==> config.mk <==
export PLATFORM = sky130hd
export DESIGN_NAME = seq_compare
export DESIGN_NICKNAME = d
export VERILOG_FILES = /design/src/rtl/seq_cmp_pkg.sv /design/src/rtl/cmp_chunk.sv /design/src/rtl/seq_compare.sv
export SDC_FILE = /design/constraint.sdc
export NUM_CORES = 1
export LEC_CHECK = 0
export ABC_AREA = 1
export CAP_MARGIN = 20
export CORE_MARGIN = 4
export CORE_UTILIZATION = 54
export CTS_CLUSTER_DIAMETER = 200
export DETAILED_ROUTE_END_ITERATION = 10
export PLACE_DENSITY = 0.84
export SLEW_MARGIN = 20
export SYNTH_ARGS = -nofsm -noshare
export SYNTH_HDL_FRONTEND = slang
export SYNTH_SLANG_ARGS = --single-unit
==> constraint.sdc <==
create_clock -name clk -period 2.97 [get_ports clk]
set_input_delay 0.4455 -clock clk [delete_from_list [all_inputs] [get_ports clk]]
set_output_delay 0.4455 -clock clk [all_outputs]
set_load 0.02 [all_outputs]
==> src/rtl/seq_cmp_pkg.sv <==
// seq_cmp_pkg
//   Shared types for the sequential comparator:
//     cmp_op_t   - compare mode encoding (EQ, LT, LE, NE)
//     state_t    - comparator FSM state (IDLE, SCAN, DONE)
//     cmp_result - maps the raw lt/eq flags onto the selected mode
package seq_cmp_pkg;

   typedef enum logic [1:0] {
      CMP_EQ = 2'b00,
      CMP_LT = 2'b01,
      CMP_LE = 2'b10,
      CMP_NE = 2'b11
   } cmp_op_t;

   typedef enum logic [1:0] {
      ST_IDLE = 2'b00,
      ST_SCAN = 2'b01,
      ST_DONE = 2'b10
   } state_t;

   function automatic logic cmp_result(input cmp_op_t op, input logic lt, input logic eq);
      logic r;
      case (op)
         CMP_EQ:  r = eq;
         CMP_LT:  r = lt;
         CMP_LE:  r = lt | eq;
         default: r = ~eq;
      endcase
      return r;
   endfunction

endpackage

==> src/rtl/cmp_chunk.sv <==
// cmp_chunk
//   Purely combinational compare of one CHUNK-bit slice.
//   Ports:
//     a, b     (in)  CHUNK-bit slices of the two operands
//     flip_msb (in)  invert the top bit of both slices first (sign chunk of a
//                    two's-complement compare, which turns it into unsigned order)
//     lt       (out) a < b after the optional flip
//     eq       (out) a == b
module cmp_chunk #(
   parameter int CHUNK = 4
) (
   input  logic [CHUNK-1:0] a,
   input  logic [CHUNK-1:0] b,
   input  logic             flip_msb,
   output logic             lt,
   output logic             eq
);

   logic [CHUNK-1:0] a_m;
   logic [CHUNK-1:0] b_m;

   always_comb begin
      a_m = a;
      b_m = b;
      if (flip_msb) begin
         a_m[CHUNK-1] = ~a[CHUNK-1];
         b_m[CHUNK-1] = ~b[CHUNK-1];
      end
   end

   assign lt = (a_m < b_m);
   assign eq = (a_m == b_m);

endmodule

==> src/rtl/seq_compare.sv <==
// seq_compare
//   Multi-cycle magnitude/equality comparator. One CHUNK-bit slice is compared
//   per cycle, MSB chunk first. The first differing chunk decides the ordering.
//
//   Build option: define SEQ_CMP_EARLY_EXIT_EN to stop scanning at the first
//   differing chunk (latency 1..NCHUNK). Without it every request scans all
//   NCHUNK chunks (latency NCHUNK). Results are identical in both builds.
//
//   Handshakes: a transfer happens on a rising edge where valid && ready are
//   both 1. The producer holds its payload steady while valid is 1 and ready is
//   0; ready never depends combinationally on valid.
//
//   Ports:
//     clk, rst             clock, synchronous active-high reset
//     in_valid / in_ready  request handshake (in_ready is 1 only in IDLE)
//     in_a, in_b           operands (WIDTH bits)
//     in_op                00 EQ, 01 LT, 10 LE, 11 NE
//     in_signed            1: two's-complement compare, 0: unsigned
//     out_valid / out_ready response handshake; outputs hold while waiting
//     out_result           result of the selected mode
//     out_lt, out_eq       raw A<B and A==B flags
//     fsm_state            current FSM state, for observation
module seq_compare
   import seq_cmp_pkg::*;
#(
   parameter int WIDTH = 16,
   parameter int CHUNK = 4
) (
   input  logic             clk,
   input  logic             rst,
   input  logic             in_valid,
   output logic             in_ready,
   input  logic [WIDTH-1:0] in_a,
   input  logic [WIDTH-1:0] in_b,
   input  logic [1:0]       in_op,
   input  logic             in_signed,
   output logic             out_valid,
   input  logic             out_ready,
   output logic             out_result,
   output logic             out_lt,
   output logic             out_eq,
   output state_t           fsm_state
);

   localparam int NCHUNK = WIDTH / CHUNK;
   localparam int IDX_W  = (NCHUNK > 1) ? $clog2(NCHUNK) : 1;
   localparam logic [IDX_W-1:0] LAST_IDX = IDX_W'(NCHUNK - 1);

   generate
      if ((CHUNK < 1) || (WIDTH % CHUNK != 0)) begin : g_bad_chunk
         $error("seq_compare: WIDTH must be an integer multiple of CHUNK");
      end
   endgenerate

   state_t           state;
   logic [WIDTH-1:0] a_r;
   logic [WIDTH-1:0] b_r;
   cmp_op_t          op_r;
   logic             signed_r;
   logic [IDX_W-1:0] idx;
   logic             decided;   // a differing chunk has already been seen
   logic             lt_acc;    // ordering from that first differing chunk

   // Current chunk select: shift the addressed chunk down to bit 0.
   logic [WIDTH-1:0] a_sh;
   logic [WIDTH-1:0] b_sh;
   logic             flip;
   logic             ch_lt;
   logic             ch_eq;

   assign a_sh = a_r >> (idx * CHUNK);
   assign b_sh = b_r >> (idx * CHUNK);
   // Only the MSB chunk carries the sign bit.
   assign flip = signed_r && (idx == LAST_IDX);

   cmp_chunk #(.CHUNK(CHUNK)) u_cmp_chunk (
      .a        (a_sh[CHUNK-1:0]),
      .b        (b_sh[CHUNK-1:0]),
      .flip_msb (flip),
      .lt       (ch_lt),
      .eq       (ch_eq)
   );

   // Flags as they stand after the current chunk. Once decided, later
   // chunks are ignored; ch_lt is 0 whenever the chunk is equal.
   logic fin_lt;
   logic fin_eq;
   logic scan_end;

   always_comb begin
      fin_lt = decided ? lt_acc : ch_lt;
      fin_eq = !decided && ch_eq;
`ifdef SEQ_CMP_EARLY_EXIT_EN
      scan_end = !ch_eq || (idx == '0);
`else
      scan_end = (idx == '0);
`endif
   end

   always_ff @(posedge clk) begin
      if (rst) begin
         state      <= ST_IDLE;
         in_ready   <= 1'b1;
         out_valid  <= 1'b0;
         out_result <= 1'b0;
         out_lt     <= 1'b0;
         out_eq     <= 1'b0;
         a_r        <= '0;
         b_r        <= '0;
         op_r       <= CMP_EQ;
         signed_r   <= 1'b0;
         idx        <= '0;
         decided    <= 1'b0;
         lt_acc     <= 1'b0;
      end else begin
         case (state)
            ST_IDLE: begin
               if (in_valid) begin
                  a_r      <= in_a;
                  b_r      <= in_b;
                  op_r     <= cmp_op_t'(in_op);
                  signed_r <= in_signed;
                  idx      <= LAST_IDX;
                  decided  <= 1'b0;
                  lt_acc   <= 1'b0;
                  in_ready <= 1'b0;
                  state    <= ST_SCAN;
               end
            end
            ST_SCAN: begin
               if (!decided && !ch_eq) begin
                  decided <= 1'b1;
                  lt_acc  <= ch_lt;
               end
               if (scan_end) begin
                  out_valid  <= 1'b1;
                  out_lt     <= fin_lt;
                  out_eq     <= fin_eq;
                  out_result <= cmp_result(op_r, fin_lt, fin_eq);
                  state      <= ST_DONE;
               end else begin
                  idx <= idx - 1'b1;
               end
            end
            ST_DONE: begin
               if (out_ready) begin
                  out_valid <= 1'b0;
                  in_ready  <= 1'b1;
                  state     <= ST_IDLE;
               end
            end
            default: begin
               state    <= ST_IDLE;
               in_ready <= 1'b1;
            end
         endcase
      end
   end

   assign fsm_state = state;

endmodule

; After elaboration in Yosys (flattened, before gate mapping)
; Cells that the tools add are included.
[totals]
register_bits = 46
in_bits = 39
wordCells = 71
[classes]
n_addsub = 1
magnitude_cmp = 1
eq_ne = 11
shift = 2
mux = 21
bitwise = 5
reduce_logical = 17
[ops]
columns = cell, n
row1 = right shift 16 x 4 -> 4 bit, 2
row2 = AND reduction 3 bit, 5
row3 = two-way mux 2 bit, 5
row4 = != test 2 bit (second input constant), 5
row5 = two-way mux 1 bit, 9
row6 = == test 2 bit (second input constant), 3
row7 = zero test 2 bit, 3
row8 = one-hot mux 1 bit (2 select lines), 3
row9 = one-hot mux 1 bit (3 select lines), 2
row10 = one-hot mux 2 bit (3 select lines), 1
row11 = == test 2 x 1 -> 1 bit (second input constant), 2
row12 = == test 4 bit, 1
row13 = < comparator 4 bit, 1
row14 = inverter 1 bit, 4
row15 = one-hot mux 2 bit (2 select lines), 1
row16 = AND reduction 2 bit, 2
row17 = nonzero test 2 bit, 2
row18 = logical AND 1 bit, 3
row19 = zero test 1 bit, 2
row20 = subtractor 2 x 1 -> 2 bit (second input constant), 1
row21 = OR 1 bit, 1

; Depth between registers and ports, before layout
[logic_depth]
word_depth = 8
mapped_depth = 14
mapped_depth_nobuf = 13

; Hierarchy
; Synthesis repeated with hierarchy kept, for this count alone.
[unflattened]
hier_cells = 306
area_unflattened_um2 = 2165.8
[by_module_without_submodules]
columns = mod, instances, cells_each, area_each_um2
row1 = seq_compare, 1, 283, 2049.5
row2 = cmp_chunk, 1, 23, 116.4

; Worst setup path before layout
; Ideal clock, no wire load.
[synth_timing]
path_type = register -> register
startpoint = register idx[0]
endpoint = register out_result
t_arrival_ns = 1.719
slack_ns = 1.133
path_stages_with_launch = 13
n_path_buf = 2
synth_period_minus_slack_ns = 1.837
cell_sequence = dfxtp_1 > buf_4 > buf_2 > nand2_1 > a32o_1 > ha_1 > nand2_1 > nor2_1 > nand2_1 > nand2_1 > nand3_1 > nand2_1 > a21oi_1
[synth_via]
elab_chain_len = 7
word_cells_on_any_way = 17
cone_classes = order compare (1) / eq/ne (2) / shift (2) / mux (4) / bitwise (4) / reduce/logical (4)
[synth_rtl]
columns = element, line_no
row1 = start: declaration, seq_compare.sv:60  ; logic [IDX_W-1:0] idx;
row2 = start signal: assignment, seq_compare.sv:142  ; idx <= idx - 1'b1;
row3 = right shift 16 x 4 -> 4 bit (tied with other cells), seq_compare.sv:71  ; assign a_sh = a_r >> (idx * CHUNK);
row4 = inverter 1 bit (tied with other cells), cmp_chunk.sv:26  ; a_m[CHUNK-1] = ~a[CHUNK-1];
row5 = two-way mux 1 bit, cmp_chunk.sv:25  ; if (flip_msb) begin
row6 = < comparator 4 bit or == test 4 bit (tied branches), "cmp_chunk.sv:31, cmp_chunk.sv:32"
row7 = two-way mux 1 bit or logical AND 1 bit (tied branches), "seq_compare.sv:91, seq_compare.sv:92"
row8 = OR 1 bit or inverter 1 bit (tied branches), "seq_cmp_pkg.sv:26, seq_cmp_pkg.sv:27"
row9 = one-hot mux 1 bit (3 select lines), seq_cmp_pkg.sv:23  ; case (op)
row10 = end signal: assignment, seq_compare.sv:139  ; out_result <= cmp_result(op_r, fin_lt, fin_eq);
row11 = end: declaration, seq_compare.sv:39  ; output logic out_result,
; Parallel ways exist; a longest one is shown, timed or not.
; A chain may end at the register's enable or synchronous reset.

; Worst setup path in the final report
; Ends and elaborated chain as after synthesis.

==> metrics.md <==
| Metric | Value |
|---|---|
| Setup tns final | `0 ns` |
| Startpoint class of the critical path | `register` |
| Critical Path Start | `idx[0]$_SDFFE_PP0P_` |
| WP data required | `3.15 ns` |
| Setup crit end kind | `register` |
| Max-slew headroom | `between 50% and 60%` |
| CTS clk-pin slew, worst paths | `0.08 ns` |
| Sw frac | `30.02%` |
| DIE AREA | `between 0.005 and 0.006 mm2` |
| Peak VDD IR | `roughly 0.00035 V` |
| TritonRoute pass-1 iters | `5` |
| Status | `complete, no violations` |
| Reg2Reg Setup Slack | `around 0.57 ns` |
| Share of cells above drive strength 1 | `8.841%` |
| Pre-CTS WS | `between 0.6 and 0.7 ns` |
| Psw | `0.0004777 W` |
| GRT overflow | `0` |
| Post-CTS Setup Inserts | `0` |
| I/O Pins | `46` |
| CTS tree | `built` |
| Setup violations, final | `0` |
| Dpl hpwl | `3133 um` |
| Final slew viol count | `0` |
| Number of max-cap violations | `0` |
| Routability cong. | `around 0.85` |
| RSZ-0062 raised after global routing | `no` |
| Crit-path max FO | `19` |
| CP Capture Point | `out_result$_SDFFE_PP0P_` |
| Hold Vio Cnt, Final | `0` |
| Crit-path max cell delay | `0.72 ns` |
| Unique masters post-synth | `26` |
| First-pass GRT wire length | `7307 um` |
| WP data arrival | `about 2.6 ns` |
| Clock sink count | `46` |
| Clock Tree Buf Depth | `2` |
| Logic pwr share | `between 20% and 30%` |
| Commonest non-fill, non-tap cell in the layout | `nor2_1` |
| Synth Register Bits | `46` |
| Fin crit period | `2.399 ns` |
| Final Cycle Share | `80.78%` |
| P_leak | `1.081 nW` |
| Worst Tran Pin Value | `0.6223 ns` |
| Core box area | `0.003744 mm2` |
| Vias per cell | `a little over 5` |
| Commonest non-fill, non-tap cells in the layout | `81 x nor2_1, 46 x dfxtp_1, 45 x clkdlybuf4s50_1, 40 x nand2_1, 32 x o21ai_0` |
| Post-detailed-route wirelength per cell | `11.31 um` |
| Port bufs | `45` |
| Syn Area/Cell | `7.369 um2` |
| Design Power | `0.001591 W` |
| Slowest CP cell | `dfxtp_1` |
| Largest net degree at the start of global routing | `40` |
| # resized after CTS | `0` |
| Clock network power share | `28.7%` |
| All-layer global routing usage | `17.94%` |
| Cell area after synthesis | `0.002137 mm2` |
| Worst path most repeated cell | `nand2_1` |
| CTS root buffer | `clkbuf_8` |
| Worst Setup Path Type | `reg -> reg` |
| Final net count | `372` |
| DRT iter0 DRCs | `roughly 130` |
| Reg power frac | `46.1%` |
| Syn nets | `335` |
| Power Density | `between 500 and 600 mW/mm2` |
| DRT antenna net count | `0` |
| Starting Density | `57.09%` |
| Cell Chain, Critical Path | `inv_4 -> nand2_1 -> nand3_1 -> nand2_1 -> xnor2_1 -> ha_1 -> nand2_1 -> nor2_1 -> nand2_1 -> nand2_1 -> nand3_1 -> nand2_1 -> a21oi_1` |
| Initial antenna violation count | `0` |
| Synth warn | `0` |
| Drt drc | `0` |
| Vias post-DR | `1,914` |
| Die width | `between 70 and 80 um` |
| FF-to-FF End | `out_result$_SDFFE_PP0P_` |
| Max H-tree Level | `2` |
| Fmax | `416.8 MHz` |
| Cell-internal power | `0.001114 W` |
| DIE HEIGHT | `70.91 um` |
| CTS Hold Bufs | `0` |
| Num CTS Buffers | `5` |
| Worst reg2reg startpoint | `idx[0]$_SDFFE_PP0P_` |
| HP Class | `reg -> reg` |
| Vias in the first global route | `1,769` |
| WL final | `4252 um` |
| Register area share after synthesis | `between 40% and 50%` |
| Worst skew pair latency | `roughly 0.3 ns` |
| Layout Skew | `0.006032 ns` |
| # diodes | `0` |
| Worst Setup Slack, final | `between 0.5 and 0.6 ns` |
| Worst reg2reg path depth | `13` |
| Area Growth Syn to Fin | `24.12%` |
| Mapped Cells | `290` |
| Site Rows | `22` |
sequential cells by signal, summed over array words and instances (netlist names):
| name | cells |
|---|---|
| in_ready | 1 |
| idx | 2 |
| b_r | 16 |
| a_r | 16 |
| lt_acc | 1 |
| op_r | 2 |
| out_lt | 1 |
| out_result | 1 |
| fsm_state | 2 |
| out_eq | 1 |
| signed_r | 1 |
| out_valid | 1 |
| decided | 1 |
worst min path at each step:
stage	from	endpoint	slack [ns]	cells past startpoint
after floorplan	b_r[8]$_SDFFE_PP0P_	b_r[8]$_SDFFE_PP0P_	0.45	2
after global placement	in_ready$_SDFFE_PP1P_	in_ready$_SDFFE_PP1P_	0.44	2
after detailed placement	out_lt$_SDFFE_PP0P_	out_lt$_SDFFE_PP0P_	0.46	2
after CTS	out_valid$_SDFFE_PP0P_	out_valid$_SDFFE_PP0P_	0.48	2
after global routing	in_ready$_SDFFE_PP1P_	in_ready$_SDFFE_PP1P_	0.50	2
final	out_lt$_SDFFE_PP0P_	out_lt$_SDFFE_PP0P_	0.48	2
cells by family (layout without fill, tap and decap cells):
kind of cell             after synthesis  count (layout)  share of synthesized area, %
adder cells (fa/ha/maj)                6               6                         3.513
AND/OR/NAND/NOR                      139             139                         26.52
AO/OA/AOI/OAI                         64              64                         17.68
buffers and inverters                 33              71                         8.371
flip-flops                            46              46                         43.09
XOR/XNOR                               2               2                        0.8198
critical path, delay by kind of cell (launching register included):
kind,cells,cell delay (ns)
compound gates,1,0.06
xor+xnor,1,0.07
fa+ha+maj,1,0.29
buf+inv,1,0.19
flops,1,0.72
simple gates,9,0.95
final cells by class:
type	count	area (um2)
clock inverter	2	37.54
clock buffer	6	72.57
inverter	17	66.31
tap	48	60.06
multi-input combinational	211	1037
fill	335	1091
sequential	46	920.9
timing repair buffer	46	457.9
per-stage QoR:
| stage | util [%] | std cells | area, um2 | hold WS (ns) |
|---|---|---|---|---|
| floorplan | - | 290 | 2137 | 0.4495 |
| global placement | 67.91 | 368 | 2542 | 0.4385 |
| detailed placement | 67.91 | 368 | 2542 | 0.4578 |
| CTS | 70.86 | 376 | 2653 | 0.4781 |
| global route | 70.86 | 376 | 2653 | 0.5045 |
| finish | 70.86 | 376 | 2653 | 0.4751 |
Yosys cell counts, drive strengths merged:
| cell type | instances | area, um2 |
|---|---|---|
| nor2 | 83 | 326.6 |
| xnor2 | 1 | 8.760 |
| or2 | 1 | 6.260 |
| inv | 17 | 66.31 |
| nand2 | 43 | 168.9 |
| a21oi | 13 | 65.06 |
| o22ai | 3 | 18.77 |
| nand3 | 11 | 55.05 |
| nor3 | 1 | 10.01 |
| xor2 | 1 | 8.760 |
| buf | 14 | 103.8 |
| a32o | 3 | 30.03 |
| clkbuf | 2 | 8.750 |
| a31oi | 1 | 6.260 |
| dfxtp | 46 | 920.9 |
| o21ai | 44 | 257.7 |
| ha | 6 | 75.07 |
power groups by stage:
| stage | Combinational, W | Clock (W) | Sequential (W) |
|---|---|---|---|
| 4_1_cts | 0.000405 | 0.000464 | 0.000733 |
| 3_3_place_gp | 0.000389 | 0 | 0.000746 |
| 6_report | 0.000401 | 0.000457 | 0.000734 |
| 2_1_floorplan | 0.000295 | 0 | 0.000739 |
| 3_5_place_dp | 0.000403 | 0 | 0.000748 |
| 5_1_grt | 0.000461 | 0.000491 | 0.000743 |
per-layer routing:
metal,vias up,routed length (um),track usage [%]
met5,-,0,0
met4,0,52,5.637
met3,5,290,6.250
met2,45,2014,31.82
met1,854,1894,20.07
li1,1010,-,-
Power figures use the tool's default switching activity.
